[config.mk]
export PLATFORM = sky130hd
export DESIGN_NAME = serial_depacketizer
export DESIGN_NICKNAME = d
export VERILOG_FILES = /design/src/rtl/serial_depacketizer.sv
export SDC_FILE = /design/constraint.sdc
export NUM_CORES = 1
export LEC_CHECK = 0
export ABC_AREA = 1
export BUFFER_PORTS_ARGS = -buffer_cell sky130_fd_sc_hd__buf_2
export CAP_MARGIN = 20
export CORE_MARGIN = 1.5
export CORE_UTILIZATION = 48
export CTS_CLUSTER_SIZE = 14
export DETAILED_ROUTE_END_ITERATION = 8
export GPL_TIMING_DRIVEN = 0
export PLACE_DENSITY = 0.81
export SYNTH_ARGS = -nofsm -noshare
export SYNTH_HDL_FRONTEND = slang
export SYNTH_SLANG_ARGS = --single-unit
[constraint.sdc]
create_clock -name clk -period 1.2 [get_ports clk]
set_clock_uncertainty 0.15 [all_clocks]
set_input_delay 0.36 -clock clk [delete_from_list [all_inputs] [get_ports clk]]
set_output_delay 0.36 -clock clk [all_outputs]
set_load 0.005 [all_outputs]
[src/rtl/serial_depacketizer.sv]
// serial_depacketizer
//   Receive side of the serial link. Watches serial_in for 10-bit frames
//   (start=0, DATA_W data bits LSB first, stop=1), recovers each data word and
//   presents it through a one-deep valid/ready holding register. A bad stop bit
//   raises a one-cycle frame_err; a good frame that finds the holding register
//   full (and not draining) raises a one-cycle overrun and is dropped.
//
// Ports
//   clk        in   system clock, rising edge
//   rst_n      in   asynchronous active-low reset
//   serial_in  in   serial line, idles high
//   rx_ready   in   downstream ready
//   rx_data    out  recovered word, held while rx_valid=1
//   rx_valid   out  holding register full
//   rx_busy    out  frame reception in progress (state != IDLE)
//   frame_err  out  one-cycle pulse, stop bit sampled low
//   overrun    out  one-cycle pulse, good frame lost to a full holding register
//   dbg_state  out  current FSM state, for observation only
//
// Configuration
//   RX_SYNC_EN  when defined, serial_in passes through a 2-flop synchronizer
//               (reset value 1); every sample point moves 2 cycles later.
//
// Handshake: a word transfers on every cycle where rx_valid & rx_ready are both
// high. rx_data never changes while rx_valid=1 and rx_ready=0; a word finishing
// on the same cycle as a transfer replaces the old one and rx_valid stays high.
module serial_depacketizer #(
  parameter int CLKS_PER_BIT = 1,
  parameter int DATA_W       = 8
) (
  input  logic              clk,
  input  logic              rst_n,
  input  logic              serial_in,
  input  logic              rx_ready,
  output logic [DATA_W-1:0] rx_data,
  output logic              rx_valid,
  output logic              rx_busy,
  output logic              frame_err,
  output logic              overrun,
  output logic [1:0]        dbg_state
);

  localparam int HALF = (CLKS_PER_BIT - 1) / 2;
  localparam int CW   = $clog2(CLKS_PER_BIT + 1);
  localparam int BW   = $clog2(DATA_W + 1);

  typedef enum logic [1:0] {IDLE, START, DATA, STOP} state_e;

  state_e            state_q, state_d;
  logic [CW-1:0]     cnt_q, cnt_d;
  logic [BW-1:0]     bit_q, bit_d;
  logic [DATA_W-1:0] shift_q, shift_d;
  logic [DATA_W-1:0] data_q, data_d;
  logic              valid_q, valid_d;
  logic              armed_q, armed_d;
  logic              ferr_q, ferr_d;
  logic              ovr_q, ovr_d;
  logic              line;
  logic              drain;
  logic              wrap;

`ifdef RX_SYNC_EN
  logic [1:0] sync_q;

  always_ff @(posedge clk or negedge rst_n) begin
    if (!rst_n) sync_q <= 2'b11;
    else        sync_q <= {sync_q[0], serial_in};
  end

  assign line = sync_q[1];
`else
  assign line = serial_in;
`endif

  assign drain = valid_q & rx_ready;
  assign wrap  = (cnt_q == CW'(CLKS_PER_BIT - 1));

  always_comb begin
    state_d = state_q;
    cnt_d   = cnt_q;
    bit_d   = bit_q;
    shift_d = shift_q;
    data_d  = data_q;
    valid_d = valid_q;
    armed_d = armed_q;
    ferr_d  = 1'b0;
    ovr_d   = 1'b0;

    if (drain) valid_d = 1'b0;

    case (state_q)
      IDLE: begin
        // armed only after the line has been seen high, so a held-low break
        // cannot be mistaken for a stream of start bits
        if (line) begin
          armed_d = 1'b1;
        end else if (armed_q) begin
          if (HALF == 0) begin
            state_d = DATA;
            cnt_d   = '0;
          end else begin
            state_d = START;
            cnt_d   = CW'(1);
          end
        end
      end
      START: begin
        if (cnt_q == CW'(HALF)) begin
          cnt_d   = '0;
          state_d = line ? IDLE : DATA;  // high at mid-start is a glitch
        end else begin
          cnt_d = cnt_q + CW'(1);
        end
      end
      DATA: begin
        if (wrap) begin
          cnt_d   = '0;
          shift_d = {line, shift_q[DATA_W-1:1]};
          if (bit_q == BW'(DATA_W - 1)) begin
            bit_d   = '0;
            state_d = STOP;
          end else begin
            bit_d = bit_q + BW'(1);
          end
        end else begin
          cnt_d = cnt_q + CW'(1);
        end
      end
      STOP: begin
        if (wrap) begin
          cnt_d   = '0;
          state_d = IDLE;
          if (line) begin
            if (!valid_q || drain) begin
              data_d  = shift_q;
              valid_d = 1'b1;
            end else begin
              ovr_d = 1'b1;
            end
          end else begin
            ferr_d  = 1'b1;
            armed_d = 1'b0;
          end
        end else begin
          cnt_d = cnt_q + CW'(1);
        end
      end
      default: state_d = IDLE;
    endcase
  end

  always_ff @(posedge clk or negedge rst_n) begin
    if (!rst_n) begin
      state_q <= IDLE;
      cnt_q   <= '0;
      bit_q   <= '0;
      shift_q <= '0;
      data_q  <= '0;
      valid_q <= 1'b0;
      armed_q <= 1'b0;
      ferr_q  <= 1'b0;
      ovr_q   <= 1'b0;
    end else begin
      state_q <= state_d;
      cnt_q   <= cnt_d;
      bit_q   <= bit_d;
      shift_q <= shift_d;
      data_q  <= data_d;
      valid_q <= valid_d;
      armed_q <= armed_d;
      ferr_q  <= ferr_d;
      ovr_q   <= ovr_d;
    end
  end

  assign rx_data   = data_q;
  assign rx_valid  = valid_q;
  assign rx_busy   = (state_q != IDLE);
  assign frame_err = ferr_q;
  assign overrun   = ovr_q;
  assign dbg_state = state_q;

endmodule

Yosys cells after proc, flatten, opt, wreduce, memory -nomap -nowiden
Cells that the tools add are included.
{ "op_classes": {"addsub": 2, "n_eq_ne": 12, "mux": 29, "n_bitwise": 2, "reduce_logical": 11} }
{ "ops": {"columns": ["cell", "n"], "rows": [
  ["two-way mux 1 bit", 18],
  ["!= test 2 bit, second input constant", 8],
  ["two-way mux 2 bit", 7],
  ["one-hot mux 2 bit (4 select lines)", 1],
  ["AND reduction 4 bit", 2],
  ["AND reduction 6 bit", 1],
  ["adder 4 x 1 -> 4 bit, second input constant", 1],
  ["== test 2 bit, second input constant", 2],
  ["== test 4 x 3 -> 1 bit, second input constant", 1],
  ["two-way mux 4 bit", 1],
  ["one-hot mux 1 bit (2 select lines)", 2],
  ["AND reduction 2 bit", 2],
  ["nonzero test 2 bit", 2],
  ["OR reduction 3 bit", 1],
  ["== test 2 x 1 -> 1 bit, second input constant", 1],
  ["logical NOT 2 bit", 1],
  ["adder 1 bit, second input constant", 1],
  ["AND 1 bit", 1],
  ["logical NOT 1 bit", 1],
  ["logical OR 1 bit", 1],
  ["NOT 1 bit", 1]
]} }
{ "totals": {"regBits": 27, "output_inout_bits": 14} }

Longest topological paths before layout
Gate-level depths: netlist of run 1.
{ "logic_depth": {"word_depth": 6, "mapped_depth": 6, "ltp_nobuf": 6} }

Worst setup path after synthesis of run 1
No wires, ideal clock.
{ "synth_timing": {"kind": "reg-to-output", "startpoint": "register state_q[1] (netlist: dbg_state[1])", "endpoint": "output rx_busy", "arrival_ns": 0.637, "setup_slack_ns": 0.053, "stages_incl_launch_ff": 3, "path_buffers": 0, "cell_sequence": "dfrtp_1 -> nor2_1 -> inv_1"} }
{ "synth_between": {"elab_chain_cells": 1} }
{ "synth_rtl": {"columns": ["element", "line", "source"], "rows": [
  ["start, declared", "49", "state_e state_q, state_d;"],
  ["start signal, assigned", "164", "state_q <= state_d;"],
  ["nonzero test 2 bit", "178", "assign rx_busy = (state_q != IDLE);"],
  ["end, declared", "37", "output logic rx_busy,"]
]} }
Every way passes these cells.

Final worst setup path of run 1
Ends and elaborated chain as after synthesis.

==> results_dict.tcl, run 1 <==
set metrics [dict create \
    run_status "finished, violations left" \
    violations "setup timing" \
    synth.net_count 120 \
    final_antenna_diode_count 0 \
    die_x_um 50.5 \
    max_freq_ghz 0.651 \
    core_area_um2 2170 \
    r2r.worst_path.cells 7 \
    initial_antenna_violation_count 0 \
    finalSetupViolCount 34 \
    vias_in_the_first_global_route 830 \
    boundaryPins 18 \
    worstHoldEndpoint "frame_err" \
    post_synth_inst_count 115 \
    cp-start-kind "flop" \
    drt_wl_total_um 2090 \
    crit_required_ns 0.69 \
    tritoncts "built" \
    chip_height_um 50.5 \
    synthesized_area_divided_by_synthesized_cell_count_um2 9.43 \
    crit_path_max_incr_delay_ns 0.41 \
    routability_congestion_estimate 0.729 \
    period_share_pct 128 \
    layout.cells.non_filler 184 \
    period_needed_ns 1.54 \
    finalNetCount 163 \
    drc 0 \
    grt_overflow 0 \
    synth.lib_cells_used.distinct 16 \
    critical_path_cell_by_cell "nor2_2, inv_1, buf_2" \
    vias_per_cell 4.80 \
    clkLatencyLatePin_ns 0.32 \
    area.growth.synth_to_final_pct 32.2 \
    worst-setup-path-type "reg2out" \
    crit-reg2reg-capture "shift_q[6]" \
    dp_hpwl_um 1310 \
    tightest_slew_ns 0.561 \
    final_hold_vios 0 \
    grt_start_max_net_pins 27 \
    mostFrequentLayoutCell "nand2_1" \
    route.detailed.wl_per_inst_um 11.4 \
    drv_slew 0 \
    rsz0062_at_grt "true" \
    timing.hold.worst_path_depth 2 \
    drv.max_cap_violation_count 0 \
    cts_inserted_buffers 3 \
    grt_pass1_wl_um 3400 \
    drt_iter0_markers 7 \
    htree_num_levels 1 \
    arrival_ns 1.03 \
    worst-r2r-setup-slack_ns -0.10 \
    groute.usage.overall_pct 17.9 \
    critPathTopFamily "flip-flops" \
    drt.antenna.violating_nets 0 \
    ys_warn_count 0 \
    die_area_um2 2550 \
    hp-class "in2reg" \
    cp_num_buf_inv 2 \
    port-buffer-count 17 \
    maximum_clock_path_buffer_count 2 \
    worstReg2RegStart "dbg_state[0]" \
    clk_root_buffer_cell "clkbuf_4" \
    final_critical_path_setup_slack_ns -0.335 \
    vias_after_detailed_routing 884 \
    pre_cts_ws_ns -0.0794 \
    clkSlewWorstSetupHoldPaths_ns 0.13 \
    timing.critical_path.slowest_stage_cell "dfrtp_1" \
    floorplan.rows 17 \
    tritoncts_num_sinks 26 \
    sequential_area_share_after_synthesis_pct 60.0 \
    count_of_tritonroute_iterations_in_the_first_routing_pass 4 \
    synth_seq_cells 26 \
    worstSetupPathDepth 3 \
    initial_core_util_pct 50.0 \
    critical_path.startpoint "dbg_state[1]" \
    setup_tns_ns -3.50 \
    most-common-layout-cells "nand2_1 (40), dfrtp_1 (26), buf_4 (18), buf_2 (17), nand3_1 (10)" \
    irDropWorstVdd_uv 1330 \
    cp_max_fanout 2 \
    worst_hold_startpoint "serial_in" \
    leakagePower_uw 0.000786 \
    slew-limit-headroom_pct 62.6 \
    end_kind "output port" \
    drive_gt1_share_pct 37.2 \
    dp.cells 160 \
    netlist_area_um2 1080 \
    power_per_cell_area_nw_per_um2 2540 \
]
cells by family (layout without fill, tap and decap cells):
logic type	Yosys count	after routing	share of synthesized area, %
AND/OR/NAND/NOR	61	61	25.6
flip-flops	26	26	60.0
buffers and inverters	15	56	6.69
AO/OA/AOI/OAI	12	12	6.57
adder cells (fa/ha/maj)	1	1	1.15
layer usage:
layer	track usage (%)	routed length, um	up-vias	share of wire, %
met5	0	0	-	0
met4	10.4	53	0	2.5
met3	2.08	67	7	3.2
met2	32.5	1100	22	52
met1	20.2	878	407	42
li1	-	-	448	-
state kept, by name (all words and copies together), names as in the netlist:
name and flops:
frame_err 1, shift_q 8, armed_q 1, rx_data 8
overrun 1, rx_valid 1, bit_q 4, dbg_state 2
timing repair:
action	CTS	global route
pin swaps	4	3
hold buffers	1	0
gates cloned	0	2
resized for setup	4	15
hold endpoints to repair	26	0
setup buffers	13	5
setup endpoints to repair	23	37
cells in the mapped netlist, drive strengths merged:
cell    number  area (um2)
nor2         6        38.8
inv         12        45.0
dfrtp       26         651
buf          3        27.5
ha           1        12.5
o21ai       11        66.3
nand3       10        50.1
nand2       43         174
nand3b       2        15.0
a21oi        1        5.00
per-stage QoR:
| step | hold WS (ns) | total power [uW] | cell area (um2) | utilization, % |
|---|---|---|---|---|
| 2_1_floorplan | -0.0856 | 2330 | 1080 | - |
| 3_3_place_gp | 0.221 | 2640 | 1200 | 55.5 |
| 3_5_place_dp | 0.231 | 2730 | 1200 | 55.5 |
| 4_1_cts | 0.111 | 3370 | 1360 | 62.7 |
| 5_1_grt | 0.137 | 3940 | 1430 | 66.1 |
| 6_report | 0.131 | 3650 | 1430 | 66.1 |
worst max-delay path by stage:
stage	end	slack, ns
2_1_floorplan	rx_busy	0.05
4_1_cts	rx_busy	-0.33
6_report	rx_busy	-0.34
5_1_grt	rx_busy	-0.42
3_5_place_dp	rx_busy	-0.08
3_3_place_gp	rx_busy	-0.05
area by class of cell:
cell class                      instances  area [um2]
Timing Repair Buffer                   38         268
Sequential cell                        26         651
Buffer                                  3        27.5
Clock buffer                            3        22.5
Multi-Input combinational cell         74         383
Inverter                               12        47.5
Tap cell                               28        35.0
Fill cell                             166         736
where the power goes:
group / internal [uW] / total, uW / switching (uW)
sequential: 1250 / 1480 / 229
clock: 118 / 354 / 236
combinational: 918 / 1810 / 893
total: 2290 / 3650 / 1360
Note: power is estimated with default switching activity, not from simulation.
==> run 2, diff against run 1 <==
Settings changed: CORE_UTILIZATION 48 to 57, PLACE_DENSITY 0.81 to 0.9.
Clock period 1.2 ns to 2 ns, I/O delays scaled along.
==> run 2 against run 1 <==
The flow now finishes without violations; worst setup slack better by 0.44 ns; non-clock buffer count is 21 lower; critical path depth stayed put; largest cell class unchanged.
==> results_dict.tcl, run 2 (synthesis results as in run 1) <==
set metrics [dict create \
    clk_root_buffer_cell "clkbuf_4" \
    dp.cells 157 \
    area.growth.synth_to_final_pct 14.1 \
    htree_num_levels 1 \
    initial_core_util_pct 61.5 \
    placement.cell_area_um2 1200 \
    floorplan.rows 15 \
    max_freq_ghz 0.526 \
    vias_after_detailed_routing 786 \
    drv.max_cap_violation_count 0 \
    rsz0062_at_grt "false" \
    routability_congestion_estimate 0.735 \
    route.detailed.wl_per_inst_um 10.4 \
    vias_in_the_first_global_route 695 \
    finalSetupViolCount 0 \
    die_area_um2 2170 \
    slew-limit-headroom_pct 63.6 \
    grt_start_max_net_pins 27 \
    cts_repair_resize_count 0 \
    irDropWorstVdd_uv 838 \
    core_area_um2 1760 \
    final_hold_vios 0 \
    cp_num_buf_inv 2 \
    power_per_cell_area_nw_per_um2 1500 \
    clkSlewWorstSetupHoldPaths_ns 0.12 \
    drt_iter0_markers 26 \
    finalNetCount 142 \
    arrival_ns 1.15 \
    tightest_slew_ns 0.546 \
    setup_tns_ns 0 \
    drc 0 \
    maximum_clock_path_buffer_count 2 \
    tritoncts "built" \
    critical_path_cell_by_cell "nor2_1, inv_1, buf_2" \
    clkLatencyLatePin_ns 0.31 \
    hp-class "in2async" \
    period_share_pct 95.0 \
    fillers 151 \
    critPathTopFamily "flip-flops" \
    post-cts-setup-buffers 0 \
    drt_wl_total_um 1680 \
    dp_hpwl_um 1280 \
    layout.cells.non_filler 161 \
    chip_height_um 46.6 \
    hold_slack_ns 0.108 \
    crit_path_max_incr_delay_ns 0.45 \
    drive_gt1_share_pct 25.0 \
    timing.critical_path.slowest_stage_cell "dfrtp_1" \
    die_x_um 46.6 \
    cp_max_fanout 5 \
    port-buffer-count 17 \
    final_antenna_diode_count 0 \
    drt.antenna.violating_nets 0 \
    tritoncts_num_sinks 26 \
    boundaryPins 18 \
    layout.cell_area.non_filler_um2 1240 \
    grt_pass1_wl_um 2770 \
    period_needed_ns 1.90 \
    leakagePower_uw 0.000679 \
    end_kind "output port" \
    vias_per_cell 4.88 \
    postCtsHoldBufs 0 \
    groute.usage.overall_pct 18.4 \
    cts_inserted_buffers 3 \
    worst-setup-path-type "reg2out" \
    drv_slew 0 \
    count_of_tritonroute_iterations_in_the_first_routing_pass 4 \
    grt_overflow 0 \
    mostFrequentLayoutCell "nand2_1" \
    cp-start-kind "flop" \
    initial_antenna_violation_count 0 \
    most-common-layout-cells "nand2_1 (40), dfrtp_1 (26), buf_2 (18), nand3_1 (10), inv_1 (9)" \
    crit_required_ns 1.25 \
    run_status "complete, no violations" \
]
-- run 2: cell count changes in the layout (fill, tap and decap cells not counted), sizes merged --
cell         delta
dlygate4sd3     -1
clkbuf          +1
buf            -20
-- run 2: cell type report --
| cell class | count | area [um2] | area share (%) |
|---|---|---|---|
| plain buffers | 3 | 27.5 | 2.22 |
| clock buffers | 4 | 36.3 | 2.93 |
| inverters | 12 | 45.0 | 3.64 |
| multi-input cells | 74 | 362 | 29.2 |
| flip-flops and latches | 26 | 651 | 52.6 |
| well taps | 25 | 31.3 | 2.53 |
| repair buffers | 17 | 85.1 | 6.88 |
-- run 2: power by group --
part	leakage, uW	switching [uW]	internal (uW)	total, uW
registers	0.000324	147	752	899
clock network	0.0000210	139	111	250
logic	0.000334	408	305	713
-- run 2: stage by stage --
stage / power (uW) / utilization (%) / setup slack [ns]
6_report: 1860 / 70.1 / 0.0999
5_1_grt: 2040 / 70.1 / 0.0441
4_1_cts: 1890 / 70.1 / 0.0902
3_5_place_dp: 1640 / 68.1 / 0.460
3_3_place_gp: 1580 / 68.1 / 0.512
2_1_floorplan: 1400 / - / 0.613
-- run 2: path summary, 6_finish.rpt --
path / start / end / slack, ns / depth (start not counted)
max: dbg_state[1] / rx_busy / 0.1 / 3
min: rst_n / rx_valid / 0.11 / 1
max reg2reg: dbg_state[1] / rx_data[7] / 0.79 / 5
min reg2reg: rx_data[3] / rx_data[3] / 0.33 / 2
max in group asynchronous: rst_n / dbg_state[1] / 1.23 / 1
min in group clk: rx_data[3] / rx_data[3] / 0.33 / 2
-- run 2: metal layers --
metal / vias up / wire length, um / GRT usage, %
met1: 365 / 725 / 19.9
met5: - / 0 / 0
met3: 2 / 60 / 2.35
met4: 0 / 10 / 8.33
li1: 402 / - / -
met2: 17 / 885 / 35.0
